===== config.mk =====
export PLATFORM = sky130hd
export DESIGN_NAME = ram_demux_n
export DESIGN_NICKNAME = d
export VERILOG_FILES = /design/src/rtl/ram_demux_n.sv
export SDC_FILE = /design/constraint.sdc
export NUM_CORES = 1
export LEC_CHECK = 0
export ABC_AREA = 0
export CORE_AREA = 2 2 541 543
export DETAILED_ROUTE_END_ITERATION = 8
export DIE_AREA = 0 0 543 545
export SLEW_MARGIN = 20
export SYNTH_ARGS = -nofsm -noshare
export SYNTH_HDL_FRONTEND = slang
export SYNTH_SLANG_ARGS = --single-unit

===== constraint.sdc =====
create_clock -name clk -period 4.5 [get_ports clk]
set_clock_uncertainty 0.05 [all_clocks]
set_input_delay 0.9 -clock clk [delete_from_list [all_inputs] [get_ports clk]]
set_output_delay 0.9 -clock clk [all_outputs]
set_load 0.02 [all_outputs]

===== src/rtl/ram_demux_n.sv =====
// Routes one read/write request stream to one of NUM_RAMS 1R1W RAMs selected by a sel register.
// Changing sel drains all outstanding read data and write responses before it takes effect.
module ram_demux_n #(
  parameter int DATA_WIDTH     = 64,
  parameter int SIZE           = 128,
  parameter int ADDR_WIDTH     = $clog2(SIZE),
  parameter int NUM_PARTITIONS = 64,
  parameter int NUM_RAMS       = 4,
  parameter int SEL_WIDTH      = $clog2(NUM_RAMS)
) (
  input  logic                                          clk,
  input  logic                                          rst,
  input  logic [SEL_WIDTH-1:0]                          sel_req_data,
  input  logic                                          sel_req_vld,
  output logic                                          sel_req_rdy,
  output logic                                          sel_resp_vld,
  input  logic                                          sel_resp_rdy,
  input  logic [ADDR_WIDTH+NUM_PARTITIONS-1:0]          rd_req_data,
  input  logic                                          rd_req_vld,
  output logic                                          rd_req_rdy,
  output logic [DATA_WIDTH-1:0]                         rd_resp_data,
  output logic                                          rd_resp_vld,
  input  logic                                          rd_resp_rdy,
  input  logic [DATA_WIDTH+ADDR_WIDTH+NUM_PARTITIONS-1:0] wr_req_data,
  input  logic                                          wr_req_vld,
  output logic                                          wr_req_rdy,
  output logic                                          wr_resp_vld,
  input  logic                                          wr_resp_rdy,
  output logic [NUM_RAMS*ADDR_WIDTH-1:0]                ram_rd_addr,
  output logic [NUM_RAMS*NUM_PARTITIONS-1:0]            ram_rd_mask,
  output logic [NUM_RAMS-1:0]                           ram_rd_en,
  input  logic [NUM_RAMS*DATA_WIDTH-1:0]                ram_rd_data,
  output logic [NUM_RAMS*ADDR_WIDTH-1:0]                ram_wr_addr,
  output logic [NUM_RAMS*DATA_WIDTH-1:0]                ram_wr_data,
  output logic [NUM_RAMS*NUM_PARTITIONS-1:0]            ram_wr_mask,
  output logic [NUM_RAMS-1:0]                           ram_wr_en
);

  typedef enum logic [1:0] {IDLE, DRAIN, SEL_RESP} state_t;

  state_t                  state;
  logic [SEL_WIDTH-1:0]    sel;
  logic [SEL_WIDTH-1:0]    sel_pend;
  logic [SEL_WIDTH-1:0]    rd_sel;
  logic                    rd_inflight;
  logic [DATA_WIDTH-1:0]   fifo_mem [2];
  logic                    fifo_wptr;
  logic                    fifo_rptr;
  logic [1:0]              fifo_cnt;
  logic [DATA_WIDTH-1:0]   rd_ram_data;
  logic                    rd_fire;
  logic                    wr_fire;
  logic                    sel_fire;
  logic                    rd_pop;
  logic [1:0]              rd_used;

  logic [NUM_PARTITIONS-1:0] rd_mask;
  logic [ADDR_WIDTH-1:0]     rd_addr;
  logic [NUM_PARTITIONS-1:0] wr_mask;
  logic [ADDR_WIDTH-1:0]     wr_addr;
  logic [DATA_WIDTH-1:0]     wr_data;

  assign rd_mask = rd_req_data[NUM_PARTITIONS-1:0];
  assign rd_addr = rd_req_data[NUM_PARTITIONS +: ADDR_WIDTH];
  assign wr_mask = wr_req_data[NUM_PARTITIONS-1:0];
  assign wr_addr = wr_req_data[NUM_PARTITIONS +: ADDR_WIDTH];
  assign wr_data = wr_req_data[NUM_PARTITIONS+ADDR_WIDTH +: DATA_WIDTH];

  assign ram_rd_addr = {NUM_RAMS{rd_addr}};
  assign ram_rd_mask = {NUM_RAMS{rd_mask}};
  assign ram_wr_addr = {NUM_RAMS{wr_addr}};
  assign ram_wr_data = {NUM_RAMS{wr_data}};
  assign ram_wr_mask = {NUM_RAMS{wr_mask}};

  assign rd_resp_vld  = (fifo_cnt != 2'd0);
  assign rd_resp_data = fifo_mem[fifo_rptr];
  assign rd_pop       = rd_resp_vld && rd_resp_rdy;
  assign rd_used      = fifo_cnt + {1'b0, rd_inflight};

  // A pop in the same cycle frees a slot, so streaming reads never bubble.
  assign rd_req_rdy   = !rst && (state == IDLE) && ((rd_used - {1'b0, rd_pop}) < 2'd2);
  assign wr_req_rdy   = !rst && (state == IDLE) && (!wr_resp_vld || wr_resp_rdy);
  assign sel_req_rdy  = !rst && (state == IDLE);
  assign sel_resp_vld = (state == SEL_RESP);

  assign rd_fire  = rd_req_vld && rd_req_rdy;
  assign wr_fire  = wr_req_vld && wr_req_rdy;
  assign sel_fire = sel_req_vld && sel_req_rdy;

  always_comb begin
    ram_rd_en   = '0;
    ram_wr_en   = '0;
    rd_ram_data = '0;
    for (int i = 0; i < NUM_RAMS; i++) begin
      ram_rd_en[i] = rd_fire && (int'(sel) == i);
      ram_wr_en[i] = wr_fire && (int'(sel) == i);
      if (int'(rd_sel) == i) rd_ram_data = ram_rd_data[i*DATA_WIDTH +: DATA_WIDTH];
    end
  end

  always_ff @(posedge clk) begin
    if (rd_inflight) fifo_mem[fifo_wptr] <= rd_ram_data;
  end

  always_ff @(posedge clk) begin
    if (rst) begin
      state       <= IDLE;
      sel         <= '0;
      sel_pend    <= '0;
      rd_sel      <= '0;
      rd_inflight <= 1'b0;
      fifo_wptr   <= 1'b0;
      fifo_rptr   <= 1'b0;
      fifo_cnt    <= 2'd0;
      wr_resp_vld <= 1'b0;
    end else begin
      rd_inflight <= rd_fire;
      if (rd_fire) rd_sel <= sel;
      if (rd_inflight) fifo_wptr <= ~fifo_wptr;
      if (rd_pop) fifo_rptr <= ~fifo_rptr;
      fifo_cnt <= fifo_cnt + {1'b0, rd_inflight} - {1'b0, rd_pop};

      if (wr_fire) wr_resp_vld <= 1'b1;
      else if (wr_resp_rdy) wr_resp_vld <= 1'b0;

      case (state)
        IDLE: begin
          if (sel_fire) begin
            state    <= DRAIN;
            sel_pend <= sel_req_data;
          end
        end
        DRAIN: begin
          // Out-of-range selections still complete the handshake but keep the old RAM.
          if (!rd_inflight && (fifo_cnt == 2'd0) && !wr_resp_vld) begin
            state <= SEL_RESP;
            if (int'(sel_pend) < NUM_RAMS) sel <= sel_pend;
          end
        end
        SEL_RESP: begin
          if (sel_resp_rdy) state <= IDLE;
        end
        default: state <= IDLE;
      endcase
    end
  end

endmodule


==> results.toml <==
[status]
status = "finished, final reports clean"

[floorplanning]
fp.dieW_um = 543
die_area_sq_um = 296000
ioPinCount = 1374
num_rows = 198
start_util_pct = 4.50
die_h_um = 545
coreArea_sq_um = 290000

[clock_network]
clock_latency_ns = 0.49
cts_sinks = 143
cts_resized = 0
ctsHoldBuffers = 0
cts_max_path_buffers = 3
cts_htree_levels = 4
post_cts_buffers = 0
clk_pin_slew_ns = 0.06
numCtsBuffers = 25
cts_tree = "done"
root_buffer = "clkbuf_16"

[routing]
first_iter_violations = 391
drc_errors = 0
ant_nets = 0
firstDrtPassIters = 6
num_vias = 6549
wl_per_cell_um = 21.2
drt_wl_total_um = 98200
viasPerCell = 1.41

[layout]
syn2layout_area_growth_pct = 21.7
drive_above_1_share_pct = 25.6
fill_cells = 33900
nets = 1191
multi_input_area_sq_um = 2590
register_area_sq_um = 4160

[critical_path]
worstPathArrival_ns = 3.19
cpLargestDelayFamily = "buffers and inverters"
cp.required_ns = 3.55
r2r_end = "fifo_mem[0][4]"
path_depth = 8
cp_slowest_stage_delay_ns = 0.62
startpoint = "rd_resp_rdy"
cp-end-kind = "primary output"
r2r_cells = 2
crit_path_cell_trace = "clkdlybuf4s50_1, o21a_1, ha_1, inv_1, ha_1, xnor3_1, and2_1, clkdlybuf4s50_1"
critPathLaunchType = "primary input"
crit_buf_inv = 3
slowest_stage = "clkdlybuf4s50_1"
critical_path_class = "primary input to primary output"
crit_path_end = "rd_req_rdy"
r2r_setup_slack_ns = 2.12
timing.rr.start = "rd_sel[0]"
path_max_fanout = 5

[global_routing]
antenna_found_initial = 15
grt_pass1_wl_um = 111000
grt_max_degree = 65
gr-total-overflow = 0
grt_pass1_vias = 6804
track_usage_pct = 6.22

[placed_design]
buffer_ports.inserted = 343
place.gp.congestion = 0.668
dp_hpwl_um = 88900

[job]
cap_violations = 0

[logic_synthesis]
synth.largest_area_cell = "buf_4"
ys_types = 33
yosysSeqAreaShare_pct = 31.7
synth_area_leaders = "buf_4 (47%), edfxtp_1 (29%), mux4_2 (11%)"
syn-mean-instance-area_sq_um = 11.1
synthCells = 1182
syn_nets = 1656
synth_warnings = 0
ys_seq_elements = 143
yosys.area.top_type_share_pct = 47.3
syn_area_sq_um = 13100

[power]
power_density_nw_per_um2 = 311
p_int_uw = 3510
p_leak_uw = 0.00377
switchingPower_uw = 1440
switching_share_pct = 29.0
pwr-share-seq_pct = 34.7
power_frac_clock_pct = 30.8
peakVddDrop_v = 0.000203
p_comb_share_pct = 34.5

[sta]
rsz0062_at_grt = "no"
hold_viol = 0
holdWs_ns = 0.445
setup_viol = 0
period_minus_slack_ns = 4.14
tightest_slew_ns = 0.957
fin_crit_sh_pct = 92.1
fmax_ghz = 0.241
fin_setup_tns_ns = 0
slew-limit-headroom_pct = 36.2
slew_viol_final = 0

[min_path]
worstHoldPathType = "flop to flop"
-- metal layers --
| layer | up-vias | routed length, um | track usage [%] |
|---|---|---|---|
| li1 | 2216 | - | - |
| met5 | - | 331 | 0.860 |
| met3 | 178 | 28900 | 8.54 |
| met4 | 6 | 4550 | 3.07 |
| met1 | 2795 | 21500 | 3.75 |
| met2 | 1354 | 42900 | 9.53 |
-- cell usage after synthesis --
cell,instances
a2111oi_0,1
a21oi_1,5
a22oi_1,1
and2_1,3
buf_2,14
buf_4,824
buf_6,6
clkbuf_1,2
dfxtp_1,15
edfxtp_1,128
ha_1,2
inv_1,4
mux2_1,2
mux2_2,64
mux4_2,64
nand2_1,2
nand2_2,1
nand2b_1,4
nand3_1,5
nor2_1,12
nor2b_1,6
nor3_1,2
nor3_2,1
nor4_2,1
nor4b_2,1
o21a_1,1
o21ai_1,4
or2_2,1
or4_1,1
or4b_1,1
xnor2_1,2
xnor3_1,1
xor3_1,1
-- cells by family after synthesis --
logic type | after synthesis | share of synthesized area, %
multiplexers | 130 | 16.7
XOR/XNOR | 4 | 0.488
adder cells (fa/ha/maj) | 2 | 0.191
buffers and inverters | 850 | 48.6
flip-flops | 143 | 31.7
AND/OR/NAND/NOR | 41 | 1.81
AO/OA/AOI/OAI | 12 | 0.527
-- flip-flops by register name, summed over array words and instances (netlist names), named ones only --
| register | flops |
|---|---|
| fifo_mem | 128 |
| fifo_cnt | 2 |
| rd_sel | 2 |
| sel | 2 |
| sel_pend | 2 |
| state | 2 |
| fifo_rptr | 1 |
| fifo_wptr | 1 |
| rd_inflight | 1 |
| wr_resp_vld | 1 |
-- worst reg2reg max path, cell delays in order (launching register included) --
cell and delay (ns):
dfxtp_4 0.79, buf_12 0.34, mux4_2 0.84
-- layout by cell type (no fill, tap or decap), types with 3 or more instances in the layout --
| cell type | n |
|---|---|
| buf_12 | 7 |
| mux4_2 | 64 |
| dfxtp_1 | 12 |
| clkdlybuf4s50_1 | 336 |
| nor2b_1 | 5 |
| clkinv_2 | 4 |
| mux2_2 | 64 |
| nand3_1 | 5 |
| clkbuf_16 | 25 |
| edfxtp_1 | 128 |
| buf_4 | 11 |
| nand2b_1 | 4 |
| o21ai_1 | 4 |
| diode_2 | 10 |
| dfxtp_4 | 3 |
| inv_1 | 4 |
| a21oi_1 | 5 |
| nor2_1 | 12 |
-- stage by stage --
stage | setup slack [ns] | cell area, sq um | total power [uW] | utilization [%] | cells
after floorplan | 0.683 | 13100 | 3630 | - | 1182
after global placement | 0.314 | 15200 | 3470 | 5.25 | 4590
after detailed placement | 0.301 | 15200 | 3480 | 5.25 | 4590
after CTS | 0.282 | 15900 | 5040 | 5.47 | 4622
after global routing | 0.258 | 15900 | 5160 | 5.48 | 4625
final | 0.356 | 15900 | 4950 | 5.48 | 4632
-- how the worst min path moves through the flow --
stage | start | end | slack (ns) | cells past startpoint
6_report | sel_pend[0] | sel[0] | 0.45 | 2
5_1_grt | sel_pend[0] | sel[0] | 0.47 | 2
4_1_cts | sel_pend[0] | sel[0] | 0.44 | 2
3_5_place_dp | sel_pend[0] | sel[0] | 0.42 | 2
3_3_place_gp | sel_pend[0] | sel[0] | 0.42 | 2
2_1_floorplan | sel_pend[0] | sel[0] | 0.39 | 2
-- final cells by class --
cell class / count / area share, %
inverters: 4 / 0.0944
repair buffers: 354 / 22.5
flip-flops and latches: 143 / 26.1
multi-input cells: 189 / 16.3
diodes: 10 / 0.157
clock inverters: 6 / 0.173
well taps: 3900 / 30.7
clock buffers: 26 / 3.96
-- power by group through the flow --
stage          logic (uW)  registers (uW)  clock network (uW)
6_report             1710            1720                1530
5_1_grt              1810            1730                1620
4_1_cts              1740            1720                1570
3_5_place_dp         1730            1740                   0
3_3_place_gp         1730            1740                   0
2_1_floorplan        1910            1710                   0
Power figures use the tool's default switching activity.
==> edit 1: new RTL, same flow settings <==
Reset style: asynchronous (`rst`), changed in one clocked block.
--- a/src/rtl/ram_demux_n.sv
+++ b/src/rtl/ram_demux_n.sv
@@ -103,5 +103,5 @@
   end
 
-  always_ff @(posedge clk) begin
+  always_ff @(posedge clk or posedge rst) begin
     if (rst) begin
       state       <= IDLE;
Formal check against the unedited RTL: differs if rst is asserted again (counterexample within 4 cycles, from zero or initial values and one cycle with rst high); with rst held inactive, the same outputs for 4 cycles.
==> edit 1 against the original RTL <==
  * Synthesized cell count fell by 1.7%
  * Fmax rose by 2.7%
  * Clock power barely moved
  * Final area fell by 0.55%
  * Routed wire length rose by 4.9%
  * Total power rose by 39%
  * Setup slack improved by 110 ps
  * Area after synthesis fell by 0.55%
  * Sequential cell count fell by 1
  * First-iteration DRC count fell by 9.0%
  * Highest routed layer unchanged
==> edit 1: results (changes against the original RTL) <==
Status
  • Result of the run: finished, final reports clean

Synth
  • Number of unique standard cell types used by synthesis: 27 (-18%)
  • Proportion of synthesized flip-flops having asynchronous set or reset: 9.86% (+9.9 points)
  • Main synth FF type: edfxtp_1
  • Sequential element share of the synthesized area: 32.3% (+0.56 points)
  • Synth area leaders: buf_4, edfxtp_1, mux4_2, mux2_2, dfrtp_1
  • Post-synth EDFFs: 128 (unchanged)
  • Most instantiated library cell after synthesis: buf_4
  • Synthesized net count: 1636 (-1.2%)
  • Synth top cells by count: buf_4, edfxtp_1, mux2_2
  • Cell count after synthesis: 1162 (-1.7%)

GRT
  • GRT Overall Usage: 6.53% (+0.31 points)
  • Via count of the first global-routing pass: 6741 (-0.93%)
  • Wire length of the first global-routing pass: 116 mm (+4.5%)
  • Pin count of the biggest net entering global routing: 66 (+1.5%)
  • Initial antenna violation count: 9 (-6)

Clocking
  • Post-CTS resize count: 0 (unchanged)
  • Skew-Pair Late Insertion Delay: 480 ps
  • Buffers from clock root to sink, at most: 3 (unchanged)
  • Clk slew on worst S/H paths: 60 ps (about the same)
  • Number of buffers created by CTS: 25 (unchanged)

Detailed routing
  • Drt initial violations: 356 (-9.0%)
  • Detailed-routing iteration count for the pre-antenna-repair pass: 4 (-2)
  • Mean routed wirelength per cell: 22.4 µm (+5.5%)
  • Vias per std cell: 1.38 (-2.1%)

Pwr
  • Leak pwr: 3.86 nW (+2.4%)
  • Highest ir drop seen on vdd: 0.318 mV (+57%)

Hold path
  • Path class of the lowest-slack min-delay path: reg -> reg

Placement
  • Setup WS pre-CTS: 428 ps (+127 ps)
  • DP Area: 0.0151 mm² (-0.63%)
  • Count of port buffers added during placement: 343 (unchanged)
  • GP Congestion: 0.671 (+0.49%)
  • Placed wire-length estimate: 94.1 mm (+5.8%)

Cells and area
  • Layout cells sized above 1: 26.6% (+0.99 points)
  • Final cell count without fillers: 4606 (-0.56%)
  • Reg with most FFs: fifo_mem
  • Number of fillers in the final layout: 33905 (-0.13%)

Setup path
  • Data arrival at the endpoint of the critical path: 3090 ps (-100 ps)
  • Highest fanout seen on the critical path: 6 (+1)

Timing
  • Remaining max-slew budget at the tightest pin: 35.6% (-0.65 points)
-- edit 1: layout make-up --
cell class	instances	area, µm²	area share (%)
Multi-Input combinational cell	169	2490	15.7
Clock inverter	5	26.3	0.166
Antenna cell	7	17.5	0.111
Clock buffer	28	647	4.09
Inverter	6	25.0	0.158
Tap cell	3900	4880	30.8
Sequential cell	142	4210	26.6
Timing Repair Buffer	349	3530	22.3
-- edit 1: path summary, 6_finish.rpt --
kind                              from           end  slack, ps  depth (start not counted)
min                        sel_pend[1]        sel[1]        480                          1
max                        rd_resp_rdy  ram_rd_en[0]        460                          9
max reg2reg                fifo_cnt[1]     rd_sel[0]       2100                          8
max in group asynchronous          rst     rd_sel[1]       3170                          2
min in group asynchronous          rst   wr_resp_vld        810                          2
min reg2reg                sel_pend[1]        sel[1]        480                          1
-- edit 1: where the power goes --
| part | total (mW) | switching [mW] | internal (mW) | leakage (nW) |
|---|---|---|---|---|
| clock network | 1.53 | 0.526 | 1.00 | 0.331 |
| logic | 3.12 | 1.65 | 1.47 | 2.20 |
| registers | 2.25 | 0.408 | 1.84 | 1.33 |
-- edit 1: per-layer routing --
layer  vias up  part of all wire [%]  global-route usage, %
met5         -                  0.27                  0.812
met4         8                   4.3                   2.82
met3       145                    29                   8.86
met2      1314                    45                   10.3
met1      2782                    22                   3.93
li1       2125                     -                      -
-- edit 1: cell families (layout without fill, tap and decap cells) --
group           count (synthesis)  in the layout  synth area share (%)
xor+xnor                        3              3                 0.318
simple gates                   28             28                  1.29
other cells                     0              7                     0
compound gates                  2              2                0.0770
mux                           134            134                  17.2
flops                         142            142                  32.3
buf+inv                       851            388                  48.7
fa+ha+maj                       2              2                 0.192
-- edit 1: worst max-delay path: stages --
cell and delay (ps):
clkdlybuf4s50_1 390, and2_1 170, ha_1 290, inv_1 40
ha_1 170, xnor3_2 270, nand2_4 130, nor3_1 510
buf_12 190
==> edit 2: new RTL, same flow settings <==
Without the edit above. Change the parameter `DATA_WIDTH` from 64 to 32.
--- a/src/rtl/ram_demux_n.sv
+++ b/src/rtl/ram_demux_n.sv
@@ -2,5 +2,5 @@
 // Changing sel drains all outstanding read data and write responses before it takes effect.
 module ram_demux_n #(
-  parameter int DATA_WIDTH     = 64,
+  parameter int DATA_WIDTH     = 32,
   parameter int SIZE           = 128,
   parameter int ADDR_WIDTH     = $clog2(SIZE),
Ports: changed (resized ram_rd_data, ram_wr_data, rd_resp_data and wr_req_data); port bits go from 1374 to 1054. The function was not compared with the original's and may differ.
==> edit 2 against the original RTL <==
  * Routed wire length shrank 7.3%
  * Hold slack got worse by 18 ps
  * Setup slack improved by 92 ps
  * Final area decreased by 31%
  * Area after synthesis down 31%
  * Sequential cell count fell by 64
  * Register-to-register slack better by 250 ps
  * Core utilization down 1.7 points
  * Total power is 42% lower
  * Critical endpoint is now ram_rd_en[0]
==> edit 2: results (changes against the original RTL) <==
Status
  • Result of the run: finished, final reports clean

Pwr
  • Leak pwr: 2.07 nW (-45%)
  • Power per cell area: 265 mW/mm² (-15%)
  • Highest ir drop seen on vdd: 0.277 mV (+37%)

GRT
  • Via count of the first global-routing pass: 3917 (-42%)
  • Initial antenna violation count: 7 (-8)
  • Wire length of the first global-routing pass: 99.7 mm (-9.9%)
  • GRT Overall Usage: 5.90% (-0.32 points)
  • Pin count of the biggest net entering global routing: 34 (-48%)

Detailed routing
  • Routed via count: 3787 (-42%)
  • Drt initial violations: 251 (-36%)
  • Mean routed wirelength per cell: 21.0 µm (-0.69%)

Clocking
  • H-Tree Depth: 3 (-1)
  • Number of buffers created by CTS: 9 (-64%)

Synth
  • Post-synth EDFFs: 64 (-50%)
  • Sequential element share of the synthesized area: 24.6% (-7.1 points)
  • Synthesized net count: 1231 (-26%)
  • Share of synthesized area spent on multiplexers: 12.2% (-4.5 points)
  • XOR/XNOR Fraction of Synth Area: 0.706% (+0.22 points)
  • Number of unique standard cell types used by synthesis: 34 (+3.0%)
  • Adder and majority cell fraction of the synthesized area: 0.277% (+0.085 points)

Placement
  • Setup WS pre-CTS: 356 ps (+54.9 ps)
  • Placed wire-length estimate: 86.3 mm (-2.9%)
  • Count of port buffers added during placement: 183 (-47%)

Cells and area
  • Number of fillers in the final layout: 34356 (+1.2%)
  • Number of flip-flops under the largest register name: 64 (-50%)

Setup path
  • Cell family with most CP delay: simple AND/OR/NAND/NOR gates
  • Data arrival at the endpoint of the critical path: 3100 ps (-90 ps)
==> edit 2: changes by cell type in the layout (fill, tap and decap cells not counted), sizes merged <==
cell           before  now
buf                18    9
bufinv              0    2
clkbuf             26    9
clkdlybuf4s50     336  179
clkinv              6    0
edfxtp            128   64
inv                 4    9
mux2               66   34
mux4               64   32
==> edit 2: routing by layer <==
metal / GRT usage (%) / vias up / part of all wire, %
met2: 8.38 / 727 / 41
met4: 3.31 / 2 / 5.7
met1: 2.13 / 1517 / 12
li1: - / 1273 / -
met5: 0.0974 / - / 0.032
met3: 11.2 / 268 / 41
==> edit 2: report_power, final <==
| group | switching (mW) | internal [mW] |
|---|---|---|
| Sequential | 0.0990 | 0.896 |
| Clock | 0.324 | 0.500 |
| Combinational | 0.565 | 0.507 |
| Total | 0.988 | 1.90 |
==> edit 2: path summary, 6_finish.rpt <==
path | cells past startpoint | slack [ps] | to | start
setup / recovery | 9 | 450 | ram_rd_en[0] | rd_resp_rdy
hold / removal | 2 | 430 | sel[1] | sel_pend[1]
setup reg to reg | 2 | 2370 | fifo_mem[0][11] | rd_sel[1]
hold reg to reg | 2 | 430 | sel[1] | sel_pend[1]
==> edit 2: worst register-to-register path: cells and delay by family, from the launching register on <==
family,cells,cell delay [ps]
buf+inv,1,450
mux,1,550
flops,1,760
==> edit 2: final cells by class <==
cell class	instances	area share, %
diodes	10	0.230
clock buffers	9	2.07
inverters	4	0.138
well taps	3900	44.8
flip-flops and latches	79	20.4
multi-input cells	125	13.8
clock inverters	7	0.999
repair buffers	188	17.5
